File: src/rtl/paddle_pkg.sv
// paddle_pkg: shared states and constants for the paddle arbiter
package paddle_pkg;
  typedef enum logic [2:0] {IDLE, WAIT_SERVE, PLAY, SWAP, OVER} state_e;
  localparam int PADDLE_MIN = 1;
  localparam int PADDLE_RESET = 9;
  localparam int LIVES_W = 2;
endpackage

File: src/rtl/paddle_slew.sv
// paddle_slew: clamps the target and updates the registered paddle position on sample strobes
// PADDLE_SLEW_EN: move at most one step per sample instead of loading the target directly
module paddle_slew
  import paddle_pkg::*;
#(
  parameter int WIDTH = 6,
  parameter int LIMIT = 19
) (
  input  logic             clk,
  input  logic             reset_n,
  input  logic             sample_i,
  input  logic [WIDTH-1:0] pos_i,
  output logic [WIDTH-1:0] paddle_pos_o
);
  logic [WIDTH-1:0] target, paddle_pos_d, paddle_pos_q;
  always_comb begin
    target = pos_i < WIDTH'(PADDLE_MIN) ? WIDTH'(PADDLE_MIN) :
             pos_i > WIDTH'(LIMIT) ? WIDTH'(LIMIT) : pos_i;
`ifdef PADDLE_SLEW_EN
    paddle_pos_d = target > paddle_pos_q ? paddle_pos_q + WIDTH'(1) :
                   target < paddle_pos_q ? paddle_pos_q - WIDTH'(1) : paddle_pos_q;
`else
    paddle_pos_d = target;
`endif
  end
  always_ff @(posedge clk or negedge reset_n)
    if (!reset_n) paddle_pos_q <= WIDTH'(PADDLE_RESET);
    else if (sample_i) paddle_pos_q <= paddle_pos_d;
  assign paddle_pos_o = paddle_pos_q;
endmodule

File: src/rtl/paddle_arbiter.sv
// paddle_arbiter: sequences a two-player game sharing one paddle, tracking lives and serves
// PADDLE_SLEW_EN (see paddle_slew) limits paddle motion to one step per frame
module paddle_arbiter
  import paddle_pkg::*;
#(
  parameter int WIDTH       = 6,
  parameter int LIMIT       = 19,
  parameter int LIVES       = 3,
  parameter int SWAP_FRAMES = 60
) (
  input  logic               clk,
  input  logic               reset_n,
  input  logic [WIDTH-1:0]   pos0_i,
  input  logic [WIDTH-1:0]   pos1_i,
  input  logic               frame_tick_i,
  input  logic               serve_btn_i,
  input  logic               ball_lost_i,
  output logic [WIDTH-1:0]   paddle_pos_o,
  output logic               active_player_o,
  output logic               serve_go_o,
  output logic [LIVES_W-1:0] lives0_o,
  output logic [LIVES_W-1:0] lives1_o,
  output logic               game_over_o
);
  localparam int CW = $clog2(SWAP_FRAMES + 1);
  state_e state_q, state_d;
  logic serve_q, serve_edge, active_q, active_d, go_q, go_d;
  logic [LIVES_W-1:0] lives0_q, lives0_d, lives1_q, lives1_d, lives_act, lives_oth, lives_dec;
  logic [CW-1:0] swap_q, swap_d;
  assign serve_edge = serve_btn_i & ~serve_q;
  assign lives_act = active_q ? lives1_q : lives0_q;
  assign lives_oth = active_q ? lives0_q : lives1_q;
  assign lives_dec = lives_act == '0 ? '0 : lives_act - LIVES_W'(1);
  always_comb begin
    state_d  = state_q;
    active_d = active_q;
    lives0_d = lives0_q;
    lives1_d = lives1_q;
    swap_d   = swap_q;
    go_d     = 1'b0;
    case (state_q)
      IDLE: if (serve_edge) begin
        state_d  = WAIT_SERVE;
        lives0_d = LIVES_W'(LIVES);
        lives1_d = LIVES_W'(LIVES);
        active_d = 1'b0;
      end
      WAIT_SERVE: if (serve_edge) begin
        state_d = PLAY;
        go_d    = 1'b1;
      end
      PLAY: if (ball_lost_i) begin
        lives0_d = active_q ? lives0_q : lives_dec;
        lives1_d = active_q ? lives_dec : lives1_q;
        // the turn passes only to a player who still has lives
        active_d = active_q ^ (lives_oth != '0);
        swap_d   = '0;
        state_d  = (lives_dec == '0 && lives_oth == '0) ? OVER : SWAP;
      end
      SWAP: if (frame_tick_i) begin
        swap_d  = swap_q + CW'(1);
        state_d = swap_q == CW'(SWAP_FRAMES - 1) ? WAIT_SERVE : SWAP;
      end
      OVER: if (serve_edge) state_d = IDLE;
      default: state_d = IDLE;
    endcase
  end
  always_ff @(posedge clk or negedge reset_n)
    if (!reset_n) begin
      state_q  <= IDLE;
      serve_q  <= 1'b0;
      active_q <= 1'b0;
      go_q     <= 1'b0;
      lives0_q <= '0;
      lives1_q <= '0;
      swap_q   <= '0;
    end else begin
      state_q  <= state_d;
      serve_q  <= serve_btn_i;
      active_q <= active_d;
      go_q     <= go_d;
      lives0_q <= lives0_d;
      lives1_q <= lives1_d;
      swap_q   <= swap_d;
    end
  paddle_slew #(.WIDTH(WIDTH), .LIMIT(LIMIT)) u_slew (
    .clk          (clk),
    .reset_n      (reset_n),
    .sample_i     (frame_tick_i & (state_q == WAIT_SERVE || state_q == PLAY)),
    .pos_i        (active_q ? pos1_i : pos0_i),
    .paddle_pos_o (paddle_pos_o)
  );
  assign active_player_o = active_q;
  assign serve_go_o      = go_q;
  assign lives0_o        = lives0_q;
  assign lives1_o        = lives1_q;
  assign game_over_o     = state_q == OVER;
endmodule

File: config.mk
export PLATFORM = sky130hd
export DESIGN_NAME = paddle_arbiter
export DESIGN_NICKNAME = d
export VERILOG_FILES = /design/src/rtl/paddle_pkg.sv /design/src/rtl/paddle_slew.sv /design/src/rtl/paddle_arbiter.sv
export SDC_FILE = /design/constraint.sdc
export NUM_CORES = 1
export LEC_CHECK = 0
export ABC_AREA = 1
export BUFFER_PORTS_ARGS = -buffer_cell sky130_fd_sc_hd__buf_2
export CORE_MARGIN = 2
export CORE_UTILIZATION = 40
export DETAILED_ROUTE_END_ITERATION = 8
export GPL_TIMING_DRIVEN = 0
export PLACE_DENSITY = 0.71
export SLEW_MARGIN = 10
export SYNTH_ARGS = -nofsm -noshare
export SYNTH_HDL_FRONTEND = slang
export SYNTH_SLANG_ARGS = --single-unit
File: constraint.sdc
create_clock -name clk -period 1.5 [get_ports clk]
set_input_delay 0.15 -clock clk [delete_from_list [all_inputs] [get_ports clk]]
set_output_delay 0.15 -clock clk [all_outputs]
set_load 0.05 [all_outputs]
# Yosys cells after proc, flatten, opt, wreduce, memory -nomap -nowiden
# Cells that the tools add are included.
# op_classes
n_addsub,2
order_cmp,2
n_eq_ne,12
n_mux,29
bitwise,4
reduce_logical,14
# ops
cell,n
$mux 6,5
$mux 2,9
$mux 3,6
$pmux 3 s5,1
$ne 2x2->1 const B,6
$pmux 6 s2,1
$pmux 2 s2,2
$reduce_and 4->1,2
$add 6x1->6 const B,1
$eq 3x2->1 const B,2
$eq 6x6->1 const B,1
$gt 6x5->1 const B,1
$logic_not 2->1,3
$lt 6x1->1 const B,1
$reduce_and 3->1,2
$reduce_bool 2->1,3
$reduce_and 5->1,1
$mux 1,4
$eq 3x1->1 const B,1
$eq 3x3->1 const B,1
$logic_not 3->1,1
$and 1x1->1,2
$ne 2x1->1 const B,1
$pmux 1 s2,1
other kinds (5),5
# totals
regBits,22
in_bits,17
output_inout_bits,13
word_cells,71

# Depth between registers and ports, before layout
# Gate-level depths: netlist of the first run.
# depth
word_depth,8
depth_mapped,10

# By module
# Synthesis of the first run repeated with hierarchy kept, for this count alone.
# unflattened
cells_unflattened,190
hier_area_um2,1332.5
# modules_own_cells
module,n_inst,cells_per_inst,area_per_inst_um2
paddle_arbiter,1,155,1054.8
paddle_slew,1,35,277.8

# Least setup slack after synthesis of the first run
# No wires, ideal clock.
# synth_path
path_type,reg2reg
from,register state_q[1]
to,register state_q[2]
setup_time_ns,0.083
arrival_ns,1.818
path_slack_ns,-0.400
stages_incl_launch_ff,5
period_less_slack_ns,1.900
cell_sequence,dfrtp_1 > buf_4 > nor3_1 > nand2_1 > o21ai_0
# synth_between
elab_chain_cells,3
elab_cells_between_ends,12
cone_classes,eq/ne (9); mux (1); reduce/logical (2)
# synth_rtl
item,line_no,text
from (decl),paddle_arbiter.sv:26,"state_e state_q, state_d;"
from (signal assigned),paddle_arbiter.sv:78,state_q <= state_d;
$eq 3x3->1 (*),--,
via game_over_o,paddle_arbiter.sv:23,output logic game_over_o
$ne 2x1->1 (no source line),--,
$reduce_and 5->1 (no source line),--,
# The timed path passes the listed nets; every way through them passes the cells marked *.
# A chain may end at the register's enable or synchronous reset.

# Worst setup path in the final report of the first run
# layout_path
from,register state_q[1]
to,output port game_over_o
# layout_between
elab_chain_cells,1
# layout_rtl
item,line_no,text
$eq 3x3->1,paddle_arbiter.sv:97,assign game_over_o = state_q == OVER;
to (decl),paddle_arbiter.sv:23,
# Every way passes these cells.

==> impl_metrics.ini, run 1 <==
[global_route]
first_global_vias = 1243
grt_remaining_overflow = 0
antenna_found_initial = 0
largest_net_degree_at_the_start_of_global_routing = 23
grt_use_total_pct = 15.9
grt_first_pass_wirelength_um = 5120

[power]
fin_total_pwr_mw = 3.19
vdd_drop_max_mv = 1.32
leakage_nw = 0.892
p_per_area_nw_per_um2 = 1940

[cts]
cts_max_path_buffers = 2
clock_slew_at_the_register_clock_pins_of_the_worst_setup_and_hold_paths_ns = 0.12
cts.htree.levels = 1
root_buffer = sky130_fd_sc_hd__clkbuf_4
worst_skew_pair.late_latency_ns = 0.30
cts_made_buffers = 3
clock_sinks = 22
clock_tree_from_tritoncts = yes

[synthesis]
synth.area.mux_share_pct = 0
synth.area.top_cells = sky130_fd_sc_hd__dfrtp_1 (37%), sky130_fd_sc_hd__nand2_1 (19%), sky130_fd_sc_hd__o21ai_0 (7.8%)
synth_largest_area_cell = sky130_fd_sc_hd__dfrtp_1
post_synth_fa_ha_maj_area_fraction_pct = 0.926
syn_area_per_cell_um2 = 6.79
synth_top_family_by_area = simple AND/OR/NAND/NOR gates
synth_cells = 199
synth_edf_count = 0
synth.ff_latch_count = 22
synth_top_flop_cell = sky130_fd_sc_hd__dfrtp_1
synth_seq_area_share_pct = 40.9
netlist.area_leader.share_pct = 37.0
yosysWarnings = 0
mapped_cell_area_um2 = 1350
synth-simple-area-share_pct = 35.9
synth.net_count = 217
synth_compound_area_share_pct = 11.2
synthArstFlopShare_pct = 100
synthDistinctLibCells = 24
synth_xor_xnor_area_share_pct = 0.648

[finish]
post_layout_nonfiller_instances = 281
n_fill_cell = 336
nets = 254
sequential_cell_area_um2 = 556
areaGrowthSynthToFinish_pct = 21.5
layout_cells_sized_above_1_pct = 25.5
n_antenna_cell = 0
multi_input_area_um2 = 673

[route]
met1_length_um = 1370
met3_wirelength_um = 89
vias = 1281
route.detailed.wl_per_inst_um = 9.90
detail_route.drc_violations = 0
maxUsedRoutingLayer = met4
detailroute.wirelength.met2_um = 1290
drt_wl_total_um = 2780
drt_pass1_iterations = 4
drtIter0Drc = 12
route.detailed.vias_per_inst = 4.56
antenna_violating_nets_post_route = 0

[placed_design]
post-dp-hpwl_um = 2190
buffer_ports.inserted = 29
globalplace.congestion = 0.817
dp.cells = 274

[sta]
achievable-frequency_ghz = 0.711
clock_skews_ns = 0.00298
final.period_utilization_pct = 93.8
worst_slew_margin_rel_pct = 67.6
final-max-slew-violation-count = 0
timing_worst_slew_pin_value_ns = 0.486
post-route-min-period_ns = 1.41
final_hold_viol_count = 0
setup_violations = 0

[floorplanning]
core.rowCount = 21
die_w_um = 62.1
fp.dieArea_um2 = 3860
ios = 30
core_region_area_um2 = 3280
initial_utilization_pct = 41.1
floorplan.die.height_um = 62.1

[worst_setup_path]
worstSetupStartpoint = state_q[1]$_DFFE_PN0P_
crit_fanout = 8
critPathLaunchType = register
worstSetupEndpointType = output port
critical_path.reg2reg.startpoint = active_player_o$_DFFE_PN0P_
worstPathRequired_ns = 1.35
worstSetupPathType = reg2out
worstPathArrival_ns = 1.26
r2r_setup_slack_ns = 0.11

[worst_hold_path]
holdCritStartpoint = ball_lost_i
hold_path.class = in2reg

[flow_run]
drv.max_cap_violation_count = 0

[run_status]
run_status = completed
-- per-stage QoR --
| step | cell area, µm² | utilization (%) | hold slack (ns) | setup slack (ns) | setup TNS, ns |
|---|---|---|---|---|---|
| after global routing | 1640 | 50.0 | 0.0919 | -0.00114 | -0.00166 |
| after detailed placement | 1560 | 47.5 | 0.145 | 0.0859 | 0 |
| after floorplan | 1360 | - | -0.146 | 0.0509 | 0 |
| after global placement | 1560 | 47.5 | 0.149 | 0.0653 | 0 |
| final | 1640 | 50.0 | 0.107 | 0.0929 | 0 |
| after CTS | 1620 | 49.2 | 0.0955 | 0.00748 | 0 |
-- logic make-up after synthesis --
| kind of cell | after synthesis |
|---|---|
| xor gates and xnor gates | 1 |
| AOI/OAI and AO/OA | 27 |
| DFF | 22 |
| buffers and inverters | 34 |
| and+or+nand+nor | 114 |
| adders and majority gates | 1 |
-- power by group --
group	leakage, nW	switching [mW]	internal, mW
Clock	0.0210	0.179	0.148
Sequential	0.273	0.124	0.793
Combinational	0.598	1.38	0.563
Total	0.892	1.69	1.50
-- cell usage after synthesis (2+ instances only) --
| master | n |
|---|---|
| sky130_fd_sc_hd__nand4_1 | 3 |
| sky130_fd_sc_hd__inv_1 | 25 |
| sky130_fd_sc_hd__nand3_2 | 2 |
| sky130_fd_sc_hd__nand2_2 | 2 |
| sky130_fd_sc_hd__dfstp_2 | 2 |
| sky130_fd_sc_hd__nand2_1 | 70 |
| sky130_fd_sc_hd__a21oi_1 | 2 |
| sky130_fd_sc_hd__or2_2 | 2 |
| sky130_fd_sc_hd__o21ai_0 | 21 |
| sky130_fd_sc_hd__dfrtp_1 | 20 |
| sky130_fd_sc_hd__inv_2 | 5 |
| sky130_fd_sc_hd__buf_4 | 3 |
| sky130_fd_sc_hd__nor2_1 | 19 |
| sky130_fd_sc_hd__nand3_1 | 13 |
-- metal layers --
| layer | global-route usage, % | vias to the layer above |
|---|---|---|
| li1 | - | 691 |
| met1 | 21.0 | 564 |
| met2 | 26.2 | 22 |
| met3 | 2.36 | 4 |
| met4 | 6.67 | 0 |
| met5 | 0 | - |
-- registers in the layout, indices dropped and copies added, names as in the netlist --
register / count
state_q: 3
swap_q: 6
lives1_o: 2
lives0_o: 2
serve_go_o: 1
u_slew.paddle_pos_o: 6
serve_q: 1
active_player_o: 1
-- worst max-delay path, stage by stage (launching register included) --
cell	delay [ns]
sky130_fd_sc_hd__dfrtp_1	0.38
sky130_fd_sc_hd__buf_4	0.16
sky130_fd_sc_hd__nor3_2	0.23
sky130_fd_sc_hd__buf_6	0.19
-- path summary, 6_finish.rpt --
check,end,cells after the start
max,game_over_o,3
min,state_q[2]$_DFFE_PN0P_,3
max reg2reg,state_q[1]$_DFFE_PN0P_,10
min reg2reg,u_slew.paddle_pos_o[3]$_DFFE_PN1P_,2
max in group asynchronous,active_player_o$_DFFE_PN0P_,2
min in group asynchronous,swap_q[2]$_DFFE_PN0P_,2
-- timing repair --
action	4_1_cts	5_1_grt
hold endpoints to repair	21	0
setup buffers	0	1
resized for setup	0	8
hold buffers	2	0
setup endpoints to repair	0	10
-- placed cells by master, fill, tap and decap left out --
master	instances
sky130_fd_sc_hd__nand2_2	3
sky130_fd_sc_hd__buf_6	1
sky130_fd_sc_hd__ha_1	1
sky130_fd_sc_hd__or2_2	2
sky130_fd_sc_hd__nor2_1	18
sky130_fd_sc_hd__dfrtp_2	2
sky130_fd_sc_hd__o21ai_0	21
sky130_fd_sc_hd__dfrtp_1	18
sky130_fd_sc_hd__buf_2	29
sky130_fd_sc_hd__dfstp_2	2
sky130_fd_sc_hd__a21boi_0	1
sky130_fd_sc_hd__a21oi_4	1
sky130_fd_sc_hd__nand3_2	2
sky130_fd_sc_hd__a21oi_1	2
sky130_fd_sc_hd__nand2_1	69
sky130_fd_sc_hd__clkbuf_4	3
sky130_fd_sc_hd__nand3_1	13
sky130_fd_sc_hd__nor2_2	1
sky130_fd_sc_hd__inv_2	6
sky130_fd_sc_hd__nor3_2	1
sky130_fd_sc_hd__o21ai_1	1
sky130_fd_sc_hd__clkbuf_8	1
sky130_fd_sc_hd__inv_1	24
sky130_fd_sc_hd__o21bai_1	1
sky130_fd_sc_hd__xor2_1	1
sky130_fd_sc_hd__nor2_4	2
sky130_fd_sc_hd__nand4_1	3
sky130_fd_sc_hd__buf_4	4
sky130_fd_sc_hd__dlygate4sd3_1	2
-- final cells by class --
cell class	count	share of cell area (%)
plain buffers	4	1.68
clock buffers	4	2.21
flip-flops and latches	22	33.8
multi-input cells	143	41.0
inverters	30	6.86
well taps	46	3.51
repair buffers	32	10.9
No activity file was read; power rests on OpenSTA's default activity.
==> inputs of run 2 (changes only) <==
Settings changed: PLACE_DENSITY 0.71 to 0.73.
Clock period 1.5 ns to 1.24 ns, I/O delays scaled along.
==> impl_metrics.ini, run 2 (same netlist as run 1, synthesis figures left out) <==
[worst_setup_path]
critPathLaunchType = register
worstSetupPathType = reg2out
crit_fanout = 5
worstSetupEndpointType = output port
worstPathArrival_ns = 1.29
worstPathRequired_ns = 1.12

[route]
route.detailed.wl_per_inst_um = 11.8
vias = 1410
drtIter0Drc = 89
drt_wl_total_um = 3460
antenna_violating_nets_post_route = 0
drt_pass1_iterations = 5
detail_route.drc_violations = 0
route.detailed.vias_per_inst = 4.81

[placed_design]
dp.cells = 274
post-dp-hpwl_um = 2210
globalplace.congestion = 0.859
buffer_ports.inserted = 29

[power]
leakage_nw = 1.00
p_per_area_nw_per_um2 = 2470
fin_total_pwr_mw = 4.79
vdd_drop_max_mv = 1.33

[global_route]
first_global_vias = 1302
grt_remaining_overflow = 0
largest_net_degree_at_the_start_of_global_routing = 23
grt_first_pass_wirelength_um = 5580
antenna_found_initial = 0
grt_use_total_pct = 17.7

[floorplanning]
die_w_um = 62.1
core_region_area_um2 = 3280
core.rowCount = 21
fp.dieArea_um2 = 3860
initial_utilization_pct = 41.1
floorplan.die.height_um = 62.1
ios = 30

[finish]
areaGrowthSynthToFinish_pct = 43.6
n_fill_cell = 292
multi_input_area_um2 = 796
n_antenna_cell = 0
sequential_cell_area_um2 = 559
nets = 266
mostFrequentLayoutCells = sky130_fd_sc_hd__nand2_1 (55), sky130_fd_sc_hd__buf_2 (26), sky130_fd_sc_hd__inv_1 (23)
layout.cells.most_common = sky130_fd_sc_hd__nand2_1
post_layout_nonfiller_instances = 293
layout_cells_sized_above_1_pct = 40.5

[sta]
timing.final.ws_setup_ns = -0.177
final.period_utilization_pct = 114
setup_repair_after_global_routing_missed_its_margin = true
post-route-min-period_ns = 1.42
setup_violations = 19
fin_tns_setup_ns = -1.57
final_hold_viol_count = 0
final-max-slew-violation-count = 0
achievable-frequency_ghz = 0.706
timing_worst_slew_pin_value_ns = 0.498
clock_skews_ns = 0.00922
worst_slew_margin_rel_pct = 66.8

[cts]
cts_max_path_buffers = 2
cts.htree.levels = 1
clock_slew_at_the_register_clock_pins_of_the_worst_setup_and_hold_paths_ns = 0.13
cts_made_buffers = 3
worst_skew_pair.late_latency_ns = 0.32
clock_tree_from_tritoncts = yes
root_buffer = sky130_fd_sc_hd__clkbuf_4
clock_sinks = 22

[flow_run]
drv.max_cap_violation_count = 0

[worst_hold_path]
hold_path.class = in2reg

[run_status]
failed_checks = setup timing
run_status = finished with violations
[run 2: changes by cell type in the layout (fill, tap and decap cells not counted), moves of 3 or more]
cell,previous run,this run
sky130_fd_sc_hd__buf_2,29,26
sky130_fd_sc_hd__nand2_2,3,13
sky130_fd_sc_hd__buf_4,4,12
sky130_fd_sc_hd__dfrtp_1,18,15
sky130_fd_sc_hd__nand3_1,13,10
sky130_fd_sc_hd__o21ai_1,1,12
sky130_fd_sc_hd__nor2_1,18,11
sky130_fd_sc_hd__o21ai_0,21,9
sky130_fd_sc_hd__nand2_1,69,55
sky130_fd_sc_hd__buf_8,0,3
sky130_fd_sc_hd__inv_2,6,3
sky130_fd_sc_hd__nand2_4,0,4
sky130_fd_sc_hd__nor2_2,1,6
sky130_fd_sc_hd__dfrtp_2,2,5
[run 2: final cells by class]
cell class,instances,area share (%)
Sequential cell,22,28.8
Tap cell,46,2.97
Inverter,30,6.71
Timing Repair Buffer,44,16.4
Multi-Input combinational cell,143,41.0
Clock buffer,4,1.35
Buffer,4,2.71
[run 2: metal layers]
metal,up-vias,routed length (µm),GRT usage [%]
li1,717,-,-
met1,644,1590,24.0
met2,44,1670,27.7
met3,5,147,3.08
met4,0,55,8.06
met5,-,0,0
[run 2: worst max-delay path: stages, from the launching register on]
cell                       delay [ns]
sky130_fd_sc_hd__dfrtp_2         0.51
sky130_fd_sc_hd__clkinv_4        0.13
sky130_fd_sc_hd__nor3_4          0.15
sky130_fd_sc_hd__buf_6           0.18
[run 2: path summary, 6_finish.rpt]
kind / cells after the start / to / slack, ns / start
min reg2reg: 2 / u_slew.paddle_pos_o[3]$_DFFE_PN1P_ / 0.49 / u_slew.paddle_pos_o[3]$_DFFE_PN1P_
max in group asynchronous: 2 / u_slew.paddle_pos_o[0]$_DFFE_PN1P_ / 0.59 / reset_n
min: 3 / state_q[2]$_DFFE_PN0P_ / 0.06 / ball_lost_i
min in group asynchronous: 2 / serve_q$_DFF_PN0_ / 0.28 / reset_n
max reg2reg: 8 / u_slew.paddle_pos_o[2]$_DFFE_PN0P_ / -0.14 / state_q[0]$_DFFE_PN0P_
max: 3 / game_over_o / -0.18 / state_q[2]$_DFFE_PN0P_
[run 2: stage by stage]
step,setup WS (ns),hold WS (ns),area (µm²),utilization (%)
2_1_floorplan,-0.0915,-0.172,1390,-
6_report,-0.177,0.0619,1940,59.1
4_1_cts,-0.130,0.0779,1740,53.0
3_3_place_gp,-0.173,0.129,1590,48.5
3_5_place_dp,-0.196,0.122,1590,48.5
5_1_grt,-0.250,0.0776,1940,59.1
[run 2: where the power goes]
| part | total, mW | internal, mW | switching (mW) |
|---|---|---|---|
| Combinational | 3.28 | 1.22 | 2.06 |
| Clock | 0.360 | 0.126 | 0.234 |
| Sequential | 1.16 | 0.966 | 0.189 |
| Total | 4.79 | 2.31 | 2.48 |
[run 2: repair_timing]
item	4_1_cts	5_1_grt
pin swaps	5	16
resized for setup	14	48
setup buffers	6	5
cloned	1	1
setup endpoints to repair	20	21
hold buffers	2	0
hold endpoints to repair	21	0
==> inputs of run 3 (changes only) <==
Settings changed: PLACE_DENSITY 0.73 to not set.
==> impl_metrics.ini, run 3 (same netlist as run 1, synthesis figures left out) <==
[placed_design]
placed_area_um2 = 1590
post-dp-hpwl_um = 2170
buffer_ports.inserted = 29
globalplace.congestion = 0.771

[route]
drt_pass1_iterations = 4
route.detailed.wl_per_inst_um = 11.1
detail_route.drc_violations = 0
drtIter0Drc = 66
vias = 1374
antenna_violating_nets_post_route = 0
route.detailed.vias_per_inst = 4.63
drt_wl_total_um = 3290

[global_route]
first_global_vias = 1303
grt_remaining_overflow = 0
antenna_found_initial = 0
grt_first_pass_wirelength_um = 5730
grt_use_total_pct = 18.1
largest_net_degree_at_the_start_of_global_routing = 23

[cts]
root_buffer = sky130_fd_sc_hd__clkbuf_4
cts.htree.levels = 1
clock_slew_at_the_register_clock_pins_of_the_worst_setup_and_hold_paths_ns = 0.13
worst_skew_pair.late_latency_ns = 0.31
cts_max_path_buffers = 2
clock_sinks = 22
clock_tree_from_tritoncts = yes
cts_made_buffers = 3

[run_status]
run_status = finished with violations
failed_checks = setup timing

[power]
swShare_pct = 50.9
p_per_area_nw_per_um2 = 2460
vdd_drop_max_mv = 1.23
p_clk_share_pct = 6.9
seq_power_share_pct = 23.3
leakage_nw = 1.02
power.switching_mw = 2.48
combinationalPowerShare_pct = 69.7
cell_internal_pwr_mw = 2.39

[floorplanning]
fp.dieArea_um2 = 3860
core_region_area_um2 = 3280
core.rowCount = 21
floorplan.die.height_um = 62.1
initial_utilization_pct = 41.1
die_w_um = 62.1
ios = 30

[sta]
achievable-frequency_ghz = 0.738
fin_hold_ws_ns = 0.0593
clock_skews_ns = 0.0179
timing_worst_slew_pin_value_ns = 0.495
final.period_utilization_pct = 109
post-route-min-period_ns = 1.35
setup_violations = 18
timing.final.ws_setup_ns = -0.114
final_hold_viol_count = 0
worst_slew_margin_rel_pct = 67.0
setup_repair_after_global_routing_missed_its_margin = true
final-max-slew-violation-count = 0

[finish]
n_fill_cell = 314
layout_cells_sized_above_1_pct = 43.0
final_cell_area_um2 = 1980
layout.cells.most_common = sky130_fd_sc_hd__nand2_1
areaGrowthSynthToFinish_pct = 46.7
n_antenna_cell = 0
nets = 270
mostFrequentLayoutCells = sky130_fd_sc_hd__nand2_1 (54), sky130_fd_sc_hd__buf_2 (26), sky130_fd_sc_hd__inv_1 (22)

[worst_setup_path]
reg2regPathDepth = 8
worstPathRequired_ns = 1.12
crit_path_top_delay_cell = sky130_fd_sc_hd__dfrtp_2
crit_fanout = 6
critical_path.reg2reg.startpoint = state_q[0]$_DFFE_PN0P_
worstSetupPathType = reg2out
timing.critical_path.cells = nor3_4 > buf_6
worstPathArrival_ns = 1.23
max_stage_delay_ns = 0.52
terminus_of_the_critical_flop_to_flop_path = u_slew.paddle_pos_o[0]$_DFFE_PN1P_
critPathLaunchType = register
worstSetupEndpointType = output port
r2r_setup_slack_ns = -0.09

[worst_hold_path]
hold_path.class = in2reg
endpoint_with_the_worst_hold_slack = state_q[2]$_DFFE_PN0P_
min_path_cells = 3
holdCritStartpoint = ball_lost_i

[flow_run]
drv.max_cap_violation_count = 0
-- run 3: cell types whose count changed in the layout (fill, tap and decap cells not counted), sizes merged --
| cell | previous run | this run |
|---|---|---|
| inv | 29 | 30 |
| buf | 45 | 48 |
| clkbuf | 5 | 6 |
| clkinv | 1 | 0 |
-- run 3: worst max-delay path: cells and delay by family, from the launching register on --
kind | cells | cell delay [ns]
DFF | 1 | 0.52
buffers and inverters | 1 | 0.18
and+or+nand+nor | 1 | 0.22
-- run 3: worst max path at each step --
stage	end	start	slack [ns]	depth (start not counted)
after floorplan	u_slew.paddle_pos_o[1]$_DFFE_PN0P_	active_player_o$_DFFE_PN0P_	-0.09	8
after global placement	swap_q[0]$_DFFE_PN0P_	state_q[2]$_DFFE_PN0P_	-0.18	8
after detailed placement	swap_q[2]$_DFFE_PN0P_	state_q[2]$_DFFE_PN0P_	-0.20	8
after CTS	game_over_o	state_q[0]$_DFFE_PN0P_	-0.09	2
after global routing	lives0_o[0]$_DFFE_PN0P_	state_q[0]$_DFFE_PN0P_	-0.22	6
final	game_over_o	state_q[0]$_DFFE_PN0P_	-0.11	2
-- run 3: power by group through the flow --
stage / clock network, mW / registers [mW] / logic (mW)
floorplan: 0 / 1.65 / 1.38
global placement: 0 / 1.13 / 2.41
detailed placement: 0 / 1.13 / 2.42
CTS: 0.362 / 1.12 / 2.97
global route: 0.389 / 1.17 / 3.74
finish: 0.337 / 1.14 / 3.40
-- run 3: cell type report --
class                           instances  area, µm²  area share (%)
Tap cell                               46       57.6            2.90
Multi-Input combinational cell        143        816            41.2
Inverter                               30        123            6.19
Timing Repair Buffer                   48        349            17.6
Buffer                                  4       52.6            2.65
Sequential cell                        22        558            28.2
Clock buffer                            4       26.3            1.33
-- run 3: through the flow --
stage | std cells | worst slack [ns] | setup TNS, ns | total power, mW | utilization [%]
2_1_floorplan | 199 | -0.0915 | -0.591 | 3.03 | -
3_3_place_gp | 274 | -0.177 | -1.85 | 3.54 | 48.5
3_5_place_dp | 274 | -0.198 | -1.94 | 3.54 | 48.5
4_1_cts | 292 | -0.0936 | -0.801 | 4.45 | 55.9
5_1_grt | 297 | -0.218 | -3.21 | 5.30 | 60.3
6_report | 297 | -0.114 | -1.04 | 4.87 | 60.3
-- run 3: routing by layer --
| layer | up-vias | GRT usage, % | wire length (µm) |
|---|---|---|---|
| li1 | 723 | - | - |
| met5 | - | 0 | 0 |
| met3 | 2 | 3.44 | 108 |
| met4 | 0 | 2.50 | 19 |
| met1 | 629 | 23.4 | 1540 |
| met2 | 20 | 32.2 | 1620 |
-- run 3: timing repair --
action,CTS,global route
buffers inserted,11,4
gates cloned,1,1
endpoints found under the setup margin,20,22
hold buffers,2,0
resized for setup,31,27
hold endpoints to repair,21,0
pin swaps,8,15
